## config.mk

```make
export PLATFORM = sky130hd
export DESIGN_NAME = uart_tx_bridge
export DESIGN_NICKNAME = d
export VERILOG_FILES = /design/src/rtl/uart_tx_bridge.sv
export SDC_FILE = /design/constraint.sdc
export NUM_CORES = 1
export LEC_CHECK = 0
export ABC_AREA = 1
export BUFFER_PORTS_ARGS = -buffer_cell sky130_fd_sc_hd__buf_2
export CAP_MARGIN = 0
export CORE_ASPECT_RATIO = 1.75
export CORE_UTILIZATION = 45
export CTS_CLUSTER_SIZE = 30
export DETAILED_ROUTE_END_ITERATION = 8
export GPL_ROUTABILITY_DRIVEN = 0
export GPL_TIMING_DRIVEN = 0
export PLACE_DENSITY = 0.66
export SYNTH_ARGS = -nofsm -noshare
export SYNTH_HDL_FRONTEND = slang
export SYNTH_SLANG_ARGS = --single-unit
```

## constraint.sdc

```tcl
create_clock -name clk -period 2.2 [get_ports clk]
set_clock_uncertainty 0.1 [all_clocks]
set_input_delay 0.22 -clock clk [delete_from_list [all_inputs] [get_ports clk]]
set_output_delay 0.22 -clock clk [all_outputs]
set_load 0.05 [all_outputs]
```

## src/rtl/uart_tx_bridge.sv

```systemverilog
// ============================================================================
// uart_tx_bridge : memory-mapped UART registers -> FIFO -> 8N1 TX serialiser
// Revision 1.0
// ============================================================================
`default_nettype none

module uart_tx_bridge #(
  parameter int          DEPTH       = 8,
  parameter logic [15:0] DEFAULT_DIV = 16'd868
) (
  input  logic                       clk,
  input  logic                       rst,
  input  logic [31:0]                io_uart_io_reg,
  input  logic [31:0]                io_uart_csr_reg,
  output logic                       uart_tx,
  output logic                       tx_busy,
  output logic                       fifo_full,
  output logic [$clog2(DEPTH+1)-1:0] fifo_count,
  output logic                       overflow
);

  localparam int AW = $clog2(DEPTH);
  localparam int CW = $clog2(DEPTH + 1);

  typedef enum logic [1:0] {
    IDLE  = 2'd0,
    START = 2'd1,
    DATA  = 2'd2,
    STOP  = 2'd3
  } state_t;

  state_t        state, state_nxt;
  logic [7:0]    mem [DEPTH];
  logic [AW-1:0] wr_ptr, rd_ptr;
  logic [CW-1:0] count;
  logic          prev_toggle;
  logic [7:0]    shift_reg, shift_nxt;
  logic [2:0]    bit_idx, bit_nxt;
  logic [15:0]   baud_cnt, baud_nxt;
  logic [15:0]   div_r, div_nxt;
  logic          tx_nxt;

  logic        tx_enable, ovf_clear, post, push, pop, drop, is_empty;
  logic [15:0] csr_div;
  logic        unused_bits;

  assign tx_enable   = io_uart_csr_reg[0];
  assign ovf_clear   = io_uart_csr_reg[1];
  assign csr_div     = io_uart_csr_reg[31:16];
  assign unused_bits = ^{io_uart_io_reg[31:9], io_uart_csr_reg[15:2]};

  assign is_empty   = (count == '0);
  assign fifo_full  = (count == CW'(DEPTH));
  assign fifo_count = count;
  assign tx_busy    = (state != IDLE) || !is_empty;

  // A toggle edge only counts as a post while enabled; disabled edges are lost.
  assign post = (io_uart_io_reg[8] != prev_toggle) && tx_enable;
  assign push = post && (!fifo_full || pop);
  assign drop = post && fifo_full && !pop;

  always_ff @(posedge clk) begin
    if (!rst) begin
      wr_ptr      <= '0;
      rd_ptr      <= '0;
      count       <= '0;
      overflow    <= 1'b0;
      prev_toggle <= io_uart_io_reg[8];
    end else begin
      prev_toggle <= io_uart_io_reg[8];
      if (push) wr_ptr <= wr_ptr + AW'(1);
      if (pop)  rd_ptr <= rd_ptr + AW'(1);
      case ({push, pop})
        2'b10:   count <= count + CW'(1);
        2'b01:   count <= count - CW'(1);
        default: count <= count;
      endcase
      if (drop)           overflow <= 1'b1;
      else if (ovf_clear) overflow <= 1'b0;
    end
  end

  always_ff @(posedge clk) begin
    if (rst && push) mem[wr_ptr] <= io_uart_io_reg[7:0];
  end

  always_ff @(posedge clk) begin
    if (!rst) begin
      state     <= IDLE;
      uart_tx   <= 1'b1;
      shift_reg <= '0;
      bit_idx   <= '0;
      baud_cnt  <= '0;
      div_r     <= DEFAULT_DIV;
    end else begin
      state     <= state_nxt;
      uart_tx   <= tx_nxt;
      shift_reg <= shift_nxt;
      bit_idx   <= bit_nxt;
      baud_cnt  <= baud_nxt;
      div_r     <= div_nxt;
    end
  end

  always_comb begin
    state_nxt = state;
    shift_nxt = shift_reg;
    bit_nxt   = bit_idx;
    baud_nxt  = baud_cnt;
    div_nxt   = div_r;
    pop       = 1'b0;
    tx_nxt    = 1'b1;
    case (state)
      IDLE: begin
        if (!is_empty && tx_enable) begin
          pop       = 1'b1;
          shift_nxt = mem[rd_ptr];
          div_nxt   = (csr_div != 16'd0) ? csr_div : DEFAULT_DIV;
          baud_nxt  = div_nxt - 16'd1;
          state_nxt = START;
        end
      end
      START: begin
        if (baud_cnt == 16'd0) begin
          baud_nxt  = div_r - 16'd1;
          bit_nxt   = 3'd0;
          state_nxt = DATA;
        end else begin
          baud_nxt = baud_cnt - 16'd1;
        end
      end
      DATA: begin
        if (baud_cnt == 16'd0) begin
          baud_nxt = div_r - 16'd1;
          if (bit_idx == 3'd7) state_nxt = STOP;
          else                 bit_nxt   = bit_idx + 3'd1;
        end else begin
          baud_nxt = baud_cnt - 16'd1;
        end
      end
      STOP: begin
        if (baud_cnt == 16'd0) state_nxt = IDLE;
        else                   baud_nxt  = baud_cnt - 16'd1;
      end
      default: state_nxt = IDLE;
    endcase
    // Line level is registered from the next state so it aligns with the state.
    case (state_nxt)
      START:   tx_nxt = 1'b0;
      DATA:    tx_nxt = shift_nxt[bit_nxt];
      default: tx_nxt = 1'b1;
    endcase
  end

endmodule

`default_nettype wire

```

; ---- Word level (Yosys, flattened, before mapping)
; Memories as Yosys holds them, arrays and structs flattened. A register that Yosys moved wholly into a read port is not among the register bits.
; Cells that the tools add are included.
[word_totals]
reg_bits = 58
ramBits = 64
inputBits = 66
out_inout_bits = 8
elab_cells = 83
n_memories = 1
[memory_table]
columns = memory, depth, word_bits, rd, rd_clocked_by_memory_dff, write_ports, line
row1 = mem, 8, 8, 1, 1, 1, 33  ; logic [7:0] mem [DEPTH];
[classes]
add_sub_neg = 8
order_cmp = 1
eq_ne = 12
n_mux = 29
n_reduce_logical = 21
[ops]
columns = operator, n
row1 = $mux W16, 4
row2 = $pmux W16 S3, 1
row3 = $sub A16 B1 Y16 const B, 3
row4 = $logic_not A16 Y1, 1
row5 = $mux W8, 2
row6 = $reduce_bool A16 Y1, 1
row7 = $mux W3, 5
row8 = $mux W2, 5
row9 = $add A3 B1 Y3 const B, 3
row10 = $eq A2 B2 Y1 const B, 4
row11 = $pmux W2 S4, 1
row12 = $pmux W4 S2, 1
row13 = $mux W1, 7
row14 = $eq A2 B1 Y1 const B, 3
row15 = $logic_and A1 B1 Y1, 6
row16 = $pmux W3 S2, 1
row17 = $reduce_bool A2 Y1, 3
row18 = $add A4 B1 Y4 const B, 1
row19 = $eq A4 B4 Y1 const B, 1
row20 = $logic_not A4 Y1, 1
row21 = $lt A3 B4 Y1 const B, 1
row22 = $ne A2 B2 Y1 const B, 2
row23 = $reduce_and A2 Y1, 2
row24 = $sub A4 B1 Y4 const B, 1
row25 = other kinds (8), 11

; ---- Logic depth before layout (Yosys ltp)
; Gate-level depths: netlist of the first run.
[depth]
depth_word = 10
mapped_depth = 15

; ---- Worst setup path after synthesis of the first run
; Ideal clock, no wire load.
[synth_timing]
path_kind = register to register
from = reg count[3] (netlist: fifo_count[3])
to = mem mem[3][0] (enable)
arrival_ps = 2407
required_ps = 1827
setup_slack_ps = -580
path_stages_with_launch = 8
n_path_buf = 0
path_cell_list = dfxtp_1 -> inv_1 -> nor4_2 -> nand2_1 -> nand2_2 -> nor2_1 -> nand2_1 -> nor2_1
[synth_between]
word_cells_on_any_way = 12
classes_between = 1 x eq/ne / 4 x mux / 7 x reduce/logical
[synth_rtl]
columns = item, line
row1 = "start, declared", 35  ; logic [CW-1:0] count;
row2 = "start signal, assigned", 74  ; 2'b10: count <= count + CW'(1);
row3 = "start signal, assigned", 75  ; 2'b01: count <= count - CW'(1);
row4 = "start signal, assigned", 76  ; default: count <= count;
row5 = $eq A4 B4 Y1, 53  ; assign fifo_full = (count == CW'(DEPTH));
row6 = net fifo_full, 17  ; output logic fifo_full,
row7 = $logic_not A1 Y1, 59  ; assign push = post && (!fifo_full || pop);
row8 = $logic_or A1 B1 Y1, 59
row9 = $logic_and A1 B1 Y1, 59
row10 = $logic_and A1 B1 Y1, 84  ; if (rst && push) mem[wr_ptr] <= io_uart_io_reg[7:0];
row11 = $mux W1, 84
row12 = $mux W1 (implied by the code), 84
row13 = "end, declared", 33
; The timed path passes the listed nets, and every way through them passes these cells.

; ---- Worst setup path in the final report of the first run
[layout_timing]
from = reg state[1]
to = reg count[3] (netlist: fifo_count[3])
[layout_between]
elab_chain_len = 6
word_cells_on_any_way = 8
classes_between = 2 x eq/ne / 2 x mux / 4 x reduce/logical
[layout_rtl]
columns = item, line
row1 = "start, declared", 32  ; state_t state, state_nxt;
row2 = "start signal, assigned", 96  ; state <= state_nxt;
row3 = $logic_not A2 Y1 *, 113  ; case (state)
row4 = $mux W1 *, 113
row5 = $logic_or A1 B1 Y1, 59
row6 = $logic_and A1 B1 Y1, 59
row7 = $eq A2 B1 Y1 or $eq A2 B2 Y1 (tied branches), 73  ; case ({push, pop})
row8 = $pmux W4 S2 or $reduce_bool A2 Y1 (tied branches), -
; Mark *: on every way between the ends. The rest lies on a longest branch, timed or not.
; A chain may end at the register's enable or synchronous reset.

==> results of run 1 <==
## through the flow
step	total power [mW]	utilization	hold slack (ps)	setup slack, ps
after CTS	11.0	0.566	1.44	2.94
final	11.3	0.579	18.4	56.1
after floorplan	6.58	-	148	26.0
after detailed placement	7.91	0.496	259	-522
after global routing	12.0	0.579	35.4	-74.5
after global placement	7.87	0.496	252	-460
## cell families (layout without fill, tap and decap cells)
| group | Yosys count | after routing | share of synthesized area |
|---|---|---|---|
| adder cells (fa/ha/maj) | 14 | 14 | 0.0271 |
| XOR/XNOR | 20 | 20 | 0.0259 |
| buffers and inverters | 144 | 240 | 0.0845 |
| flip-flops | 125 | 125 | 0.465 |
| AND/OR/NAND/NOR | 443 | 443 | 0.287 |
| AO/OA/AOI/OAI | 136 | 136 | 0.110 |
## metal layers
layer  routed length [µm]  vias to the layer above  GRT usage  share of wire
met5                    0                        -          0              0
met4                 1290                        0      0.199          0.065
met3                  941                       64     0.0509          0.047
met2                11200                      199      0.513           0.56
met1                 6560                     2844      0.244           0.33
li1                     -                     3089          -              -
## critical path: cells and delay by family (launching register included)
family / cells / cell delay (ps)
buffers and inverters: 3 / 220
and+or+nand+nor: 5 / 480
adders and majority gates: 2 / 380
DFF: 1 / 340
AOI/OAI and AO/OA: 4 / 530
## power by group
part / internal [mW] / switching (mW) / leakage, nW
clock: 1.90 / 1.05 / 0.296
combinational: 1.64 / 3.40 / 2.23
sequential: 2.90 / 0.428 / 1.08
## placed cells by master, fill, tap and decap left out, types with 5 or more instances in the layout
master,synthesis,layout
sky130_fd_sc_hd__a21oi_1,53,53
sky130_fd_sc_hd__buf_12,0,8
sky130_fd_sc_hd__buf_2,12,45
sky130_fd_sc_hd__buf_4,2,14
sky130_fd_sc_hd__clkbuf_1,14,10
sky130_fd_sc_hd__clkbuf_16,0,17
sky130_fd_sc_hd__dfxtp_1,61,55
sky130_fd_sc_hd__dlygate4sd3_1,0,11
sky130_fd_sc_hd__edfxtp_1,64,64
sky130_fd_sc_hd__ha_1,13,9
sky130_fd_sc_hd__inv_1,109,105
sky130_fd_sc_hd__inv_2,4,5
sky130_fd_sc_hd__nand2_1,201,198
sky130_fd_sc_hd__nand2_2,6,7
sky130_fd_sc_hd__nand3_1,100,96
sky130_fd_sc_hd__nand3_2,1,5
sky130_fd_sc_hd__nand4_1,11,11
sky130_fd_sc_hd__nor2_1,94,83
sky130_fd_sc_hd__nor2_2,9,9
sky130_fd_sc_hd__nor2_4,1,12
sky130_fd_sc_hd__nor3_1,11,6
sky130_fd_sc_hd__nor3_4,1,5
sky130_fd_sc_hd__o211ai_1,9,9
sky130_fd_sc_hd__o21ai_0,55,52
sky130_fd_sc_hd__o21ai_1,3,5
sky130_fd_sc_hd__xnor2_1,5,5
sky130_fd_sc_hd__xor2_1,15,14
## final cells by class
cell class,instances,area [µm²]
Fill cell,1371,6110
Multi-Input combinational cell,613,3280
Sequential cell,125,3160
Timing Repair Buffer,66,533
Clock buffer,19,433
Inverter,113,433
Tap cell,180,225
Clock inverter,13,188
Buffer,29,155
## what timing repair did
item / 4_1_cts / 5_1_grt
hold endpoints to repair: 64 / 0
hold buffers: 11 / 0
pin swaps: 8 / 3
resized for setup: 25 / 43
setup buffers: 13 / 6
setup endpoints to repair: 79 / 83
## worst max path at each step
stage	end	from
after floorplan	fifo_count[3]	fifo_count[3]
after global routing	fifo_count[3]	fifo_count[3]
after detailed placement	mem[7][7]	state[1]
after CTS	mem[4][3]	state[1]
final	fifo_count[3]	state[1]
after global placement	mem[5][0]	state[1]
==> run summary, run 1 <==
The tools report the number of cells produced by synthesis as 882. Walking the worst path, the cells encountered are inv_2, ha_4, inv_1, nor2_4, inv_4, nor2_4, ha_4, nand2_2, nor2_1, a211oi_2, nand2_1, o21ai_2, o21ai_1, a21oi_1. The total global-route track usage is 0.270.

The share of final-layout standard cells stronger than drive strength 1 was 0.180. The synthesized net count was 962; the synthesized area per cell was 7.66 µm². The ratio of final minimum period to clock period came out at 0.974. The largest single stage delay on the critical path is 340 ps. In the synthesized netlist, the cells that appear most often are sky130_fd_sc_hd__nand2_1, sky130_fd_sc_hd__inv_1, sky130_fd_sc_hd__nand3_1.

The dominant register cell in the synthesized netlist was sky130_fd_sc_hd__edfxtp_1. For the post-route standard cell area excluding fillers, the log shows 0.00841 mm². For the count of maximum capacitance violations, the log shows 0. Number of global-route vias before repair: 5,969.

The first global-routing pass estimated 30,500 µm of wire. Ranked by total cell area, the synthesized netlist is headed by sky130_fd_sc_hd__edfxtp_1, sky130_fd_sc_hd__dfxtp_1, sky130_fd_sc_hd__nand2_1. The count of final setup violators was 0. Clock tree synthesis selected as its root buffer the cell sky130_fd_sc_hd__clkbuf_16. The die is 164 µm tall. No sink is reached through more buffers than the 2 on the longest clock path. The worst hold path terminates at div_r[4].

The tools report the count of nets left with antenna violations after detail routing as 0. Timing would allow up to 466 MHz. The source-to-sink clock delay at the later pin of the worst-skew pair was 420 ps; the port buffer count was 36. The capture instance of the worst register-to-register path was fifo_count[3].

The most flop-heavy register is mem. The largest registers in the layout are mem: 64 flops, baud_cnt: 16 flops, div_r: 16 flops. For the number of antenna violations at the first check in global routing, the log shows 0. The final routed wire length divided by cell count came out at 17.2 µm. The final period demand of the worst path is 2140 ps, and the estimated wirelength of the detail-placed design is 14,700 µm. The cell area power density was 1340 mW/mm².

The sequential cell area fraction in the yosys report is 0.465. The run gives 0.465 as the starting density of the core. The run finished with clean final reports. After the first detailed-routing iteration, the DRC count stood at 319.

The tightest slew margin relative to the limit is 0.493, and the number of H-tree levels is 4. Of all nets on the critical path, the largest fanout is 4. The kind of launch point of the worst setup path is a flip-flop. Dividing the detail-routed via count by the number of cells gives 5.35. In this run the most critical hold path is launched from io_uart_csr_reg[20]. The die covers 0.0155 mm². The count of cells along the worst register-to-register path was 14. Growth of design area from synthesis to finish: 24.5%. Clock-pin slew was measured on the worst setup and hold paths at 60 ps. The run gives 0 as the max-slew violation total from the final report.

Proportion of netlist area held by the largest area contributor: 0.285. Counting instances, the worst hold path has a depth of 3. At the worst endpoint, the arrival time is 2380 ps.

In this run, distinct cell masters in the synthesized netlist total 43. Summing over every cut layer, the via total after detailed routing is 6,196. The pin count of the biggest net entering global routing came out at 17.

The cell type with the largest total area after synthesis was sky130_fd_sc_hd__edfxtp_1. The number of iterations in the first detailed-routing pass is 5. After synthesis the cells add up to 0.00675 mm². Data on the critical path is required at its endpoint by 2440 ps.

The post-route setup TNS is 0 ps, and the residual overflow from global routing is 0. The logs give 1,045 for the count of nets after finishing and 17 for the number of CTS-inserted buffers. The logs give 696 µV for the worst IR drop on VDD and 19,900 µm for the routed wire length.

STA classifies the critical path endpoint as a flip-flop. Number of failing hold endpoints at the final stage: 0. Yosys printed 0 warnings.

For the count of inserted antenna diode cells, the log shows 0. The critical path is of the flip-flop to flip-flop type. The slowest stage cell on the critical path was sky130_fd_sc_hd__dfxtp_2. The startpoint identified for the worst register-to-register timing path is state[1]. The register with the most flip-flops in the layout has 64 of them.

74 I/O pins were placed. For this design the static power due to leakage is 3.61 nW. The fraction of registers with async set/reset is 0, and the transition time of the tightest slew-check pin is 760 ps. The worst register-to-register path has a setup slack of 60 ps. The core region is 0.0145 mm².

The tightest min-delay check is of the input pin to flip-flop type. The number of enable-type register cells in the synthesized netlist is 64, and the standard cell area after detailed placement is 0.00720 mm². The floorplan die width was 94.6 µm. The tools report the count of placed standard cells in the final layout, fillers left out as 1,158. TritonCTS built the clock tree. Yosys instantiated no cell more often than sky130_fd_sc_hd__nand2_1. The floorplan has 58 rows. The flop and latch count out of synthesis came out at 125. Setup repair after global routing could not meet its margin everywhere.

For the cell count after placement, the log shows 1,098. The number of clock sinks seen by CTS is 125. For this run, design rule violations remaining after detail routing come to 0.
Note: power is estimated with default switching activity, not from simulation.
==> inputs of run 2 (changes only) <==
--- a/config.mk
+++ b/config.mk
@@ -5,7 +5,6 @@
 export SDC_FILE = /design/constraint.sdc
 export NUM_CORES = 1
 export LEC_CHECK = 0
-export ABC_AREA = 1
 export BUFFER_PORTS_ARGS = -buffer_cell sky130_fd_sc_hd__buf_2
 export CAP_MARGIN = 0
 export CORE_ASPECT_RATIO = 1.75
@@ -14,7 +13,8 @@
 export DETAILED_ROUTE_END_ITERATION = 8
 export GPL_ROUTABILITY_DRIVEN = 0
 export GPL_TIMING_DRIVEN = 0
-export PLACE_DENSITY = 0.66
+export PLACE_DENSITY = 0.67
+export REMOVE_ABC_BUFFERS = 1
 export SYNTH_ARGS = -nofsm -noshare
 export SYNTH_HDL_FRONTEND = slang
 export SYNTH_SLANG_ARGS = --single-unit
==> run 2 against run 1 <==
  * The flow now finishes with violations (setup timing)
  * Global-route usage down 2.9 points
  * Highest routed layer unchanged
  * Largest power group unchanged
  * Register-to-register slack worse by 670 ps
  * Area after synthesis down 6.2%
  * Synthesized cell count down 30%
  * Die area down 6.1%
==> run summary, run 2 <==
The checks that failed: setup timing. Most flop-heavy register: mem (unchanged). The maximum fanout along the worst path works out to 5 (was 4). The run gives 125 (unchanged) as the number of clock sinks seen by CTS. The most frequent standard cell in the layout excluding fill and tap cells was sky130_fd_sc_hd__edfxtp_1 (was sky130_fd_sc_hd__nand2_1).

The die outline height was 159 µm (was 164 µm). The sequential cell area fraction in the yosys report is 0.496 (was 0.465), and the via count is 5,284 (was 6,196). The clock-pin slew of the registers on the worst-case setup and hold paths is 70 ps (was 60 ps).

The number of enable-type register cells in the synthesized netlist was 64 (unchanged). Most used cells in the layout excluding fill and tap cells: sky130_fd_sc_hd__edfxtp_1, sky130_fd_sc_hd__nand2_1, sky130_fd_sc_hd__nor2_1 (was sky130_fd_sc_hd__nand2_1, sky130_fd_sc_hd__inv_1, sky130_fd_sc_hd__nand3_1). The delay of the slowest critical-path stage is 600 ps (was 340 ps), and the count of cell types in the netlist is 64 (was 43). Leading post-synthesis cells by instance count: sky130_fd_sc_hd__nand2_1, sky130_fd_sc_hd__edfxtp_1, sky130_fd_sc_hd__nor2_1 (was sky130_fd_sc_hd__nand2_1, sky130_fd_sc_hd__inv_1, sky130_fd_sc_hd__nand3_1). The growth of design area from synthesis to finish was 33.4% (was 24.5%).

For the post-route standard cell area excluding fillers, the log shows 0.00845 mm² (was 0.00841 mm²). The cell type with the largest total area after synthesis was sky130_fd_sc_hd__edfxtp_1 (unchanged). The starting density of the core is 0.458 (was 0.465). Number of CTS-inserted buffers: 17 (unchanged). The tools report the kind of launch point of the worst setup path as a flip-flop (unchanged). The run finished, with violations left. The final routed wire length divided by cell count was 19.6 µm (was 17.2 µm); the area occupied by multi-input gates was 0.00342 mm² (was 0.00328 mm²). The tools report the highest achievable clock rate as 355 MHz (was 466 MHz). The tools report the worst endpoint required time as 2380 ps (was 2440 ps). The arrival time of the worst setup path was 3000 ps (was 2380 ps); the sum of buffers and inverters on the critical path was 0 (was 3).

Tightest slew margin relative to the limit: 0.460 (was 0.493). The category of the critical setup timing path is flip-flop to flip-flop (unchanged). The number of inserted filler cells in the final layout was 1,076 (was 1,371).

Setup repair after global routing could not meet its margin everywhere. The smallest setup slack after layout was -614 ps (was 56.1 ps). Critical Path, Cell by Cell: or4_4, or4_4, mux2i_4, or2_4, mux2i_1, o211ai_1, a31oi_2 (was inv_2, ha_4, inv_1, nor2_4, inv_4, nor2_4, ha_4, nand2_2, nor2_1, a211oi_2, nand2_1, o21ai_2, o21ai_1, a21oi_1). The DRC violation count after routing is 0 (unchanged), and the residual overflow from global routing is 0 (unchanged).

The number of H-tree levels was 4 (unchanged). The clock root buffer master was sky130_fd_sc_hd__clkbuf_16 (unchanged). The tools report the first-pass GRT wire length as 26,700 µm (was 30,500 µm). The pin count of the biggest net entering global routing was 44 (was 17); the synthesized area per cell was 10.3 µm² (was 7.66 µm²). The floorplan die width was 91.7 µm (was 94.6 µm); the fraction of registers with async set/reset was 0 (unchanged). The flop and latch count out of synthesis was 125 (unchanged). The family of cells with the greatest summed delay on the critical path was simple AND/OR/NAND/NOR gates (was compound AO/OA/AOI/OAI gates). The most numerous cell type found on the critical path is sky130_fd_sc_hd__or4_4. Number of flip-flops in the largest register: 64 (unchanged).

The worst IR drop on VDD came out at 1170 µV (was 696 µV). TritonCTS built the clock tree. Core outline area: 0.0138 mm² (was 0.0145 mm²). The count of inserted antenna diode cells was 0 (unchanged); the cell leakage power was 3.00 nW (was 3.61 nW). Source-to-sink clock delay at the later pin of the worst-skew pair: 420 ps (about the same). The DRC marker count from the first detailed-route iteration was 323 (was 319).

The post-route setup TNS is -8240 ps (was 0 ps), and the final period demand of the worst path is 2810 ps (was 2140 ps). Total global-route track usage: 0.241 (was 0.270). Largest regs: mem: 64 flops, baud_cnt: 16 flops, div_r: 16 flops (unchanged). The yosys synthesis warning count came out at 0 (unchanged). The tools report the number of iterations in the first detailed-routing pass as 6 (was 5).

The run gives 2 (unchanged) as the clock tree buffer depth. For the number of failing hold endpoints at the final stage, the log shows 0 (unchanged). The most frequent cell after synthesis is sky130_fd_sc_hd__nand2_1 (unchanged). Top cells by area, synth: sky130_fd_sc_hd__edfxtp_1, sky130_fd_sc_hd__dfxtp_1, sky130_fd_sc_hd__mux4_2 (was sky130_fd_sc_hd__edfxtp_1, sky130_fd_sc_hd__dfxtp_1, sky130_fd_sc_hd__nand2_1). The share of final-layout standard cells stronger than drive strength 1 was 0.327 (was 0.180). The slowest stage cell on the critical path is sky130_fd_sc_hd__or4_4 (was sky130_fd_sc_hd__dfxtp_2). The cell area after synthesis was 0.00633 mm² (was 0.00675 mm²). The detail-routed via count per cell was 5.86 (was 5.35).

The proportion of netlist area held by the largest area contributor was 0.303 (was 0.285); the max-slew violation total from the final report was 0 (unchanged). For the combined flip-flop and latch cell area, the log shows 0.00317 mm² (was 0.00316 mm²). The type of the worst min-delay path is input pin to flip-flop (unchanged). The logs give 74 (unchanged) for the total I/O pin count and 17,700 µm (was 19,900 µm) for the routed wire length. The port buffer count came out at 36 (unchanged).

The ratio of final minimum period to clock period was 1.28 (was 0.974); the number of cells produced by synthesis was 613 (was 882). Endpoint kind of the worst setup timing path: a flip-flop (unchanged). The count of maximum capacitance violations came out at 0 (unchanged). The transition time of the tightest slew-check pin works out to 808 ps (was 760 ps). The dominant register cell in the synthesized netlist is sky130_fd_sc_hd__edfxtp_1 (unchanged). The tools report the number of global-route vias before repair as 5,341 (was 5,969). Number of standard-cell rows in the floorplan: 57 (was 58). The tools report the worst reg-to-reg setup slack as -610 ps (was 60 ps). The number of antenna violations at the first check in global routing was 0 (unchanged); the cell area power density was 1560 mW/mm² (was 1340 mW/mm²).

The run gives 0.00658 mm² (was 0.00720 mm²) as the standard cell area after detailed placement. The floorplan die area is 0.0146 mm² (was 0.0155 mm²), and the count of final setup violators is 31 (was 0). The estimated wirelength of the detail-placed design is 10,900 µm (was 14,700 µm).

The count of nets after finishing is 792 (was 1,045), and the count of nets left with antenna violations after detail routing is 0 (unchanged).
==> run 2: logic make-up after synthesis <==
family / after synthesis / share of synthesized area
multiplexers: 34 / 0.0875
flip-flops: 125 / 0.496
AO/OA/AOI/OAI: 127 / 0.126
buffers and inverters: 51 / 0.0356
XOR/XNOR: 41 / 0.0567
AND/OR/NAND/NOR: 221 / 0.169
adder cells (fa/ha/maj): 14 / 0.0288
==> run 2: path summary, 6_finish.rpt <==
path | to | cells past startpoint | from
max | uart_tx | 7 | baud_cnt[11]
min | overflow | 4 | io_uart_csr_reg[1]
max reg2reg | uart_tx | 7 | baud_cnt[11]
min reg2reg | div_r[15] | 2 | div_r[15]
==> run 2: stage by stage <==
step / cells / setup slack [ps] / total power [mW] / hold slack, ps / util
2_1_floorplan: 579 / -1620 / 6.57 / 148 / -
3_3_place_gp: 792 / -1850 / 7.64 / 255 / 0.475
3_5_place_dp: 792 / -1840 / 7.77 / 260 / 0.476
4_1_cts: 880 / -673 / 12.1 / 2.91 / 0.584
5_1_grt: 902 / -659 / 13.7 / 13.6 / 0.611
6_report: 902 / -614 / 13.1 / 3.99 / 0.611
==> run 2: layout make-up <==
| type | count | share of cell area |
|---|---|---|
| tap | 177 | 0.0262 |
| multi-input combinational | 439 | 0.404 |
| sequential | 125 | 0.375 |
| clock buffer | 17 | 0.0504 |
| clock inverter | 15 | 0.0200 |
| inverter | 17 | 0.00844 |
| timing repair buffer | 112 | 0.115 |
==> run 2: worst min-delay path, delay by kind of cell <==
family | cells | cell delay, ps
AOI/OAI and AO/OA | 1 | 100
buffers and inverters | 1 | 70
and+or+nand+nor | 2 | 80
==> run 2: report_power, final <==
part / leakage [nW] / switching [mW] / total [mW] / internal [mW]
logic: 1.62 / 3.82 / 6.98 / 3.17
clock network: 0.291 / 1.20 / 2.82 / 1.62
registers: 1.08 / 0.472 / 3.34 / 2.86
==> run 2: layer usage <==
| layer | track usage | routed length, µm |
|---|---|---|
| met1 | 0.232 | 6120 |
| met2 | 0.449 | 9860 |
| met3 | 0.0420 | 650 |
| met4 | 0.170 | 1060 |
| met5 | 0 | 0 |
==> run 2: timing repair <==
item / 4_1_cts / 5_1_grt
hold buffers: 15 / 0
endpoints found under the setup margin: 122 / 82
cloned: 2 / 1
gates resized for setup: 91 / 46
hold endpoints to repair: 71 / 0
pin swaps: 38 / 26
setup buffers: 39 / 23
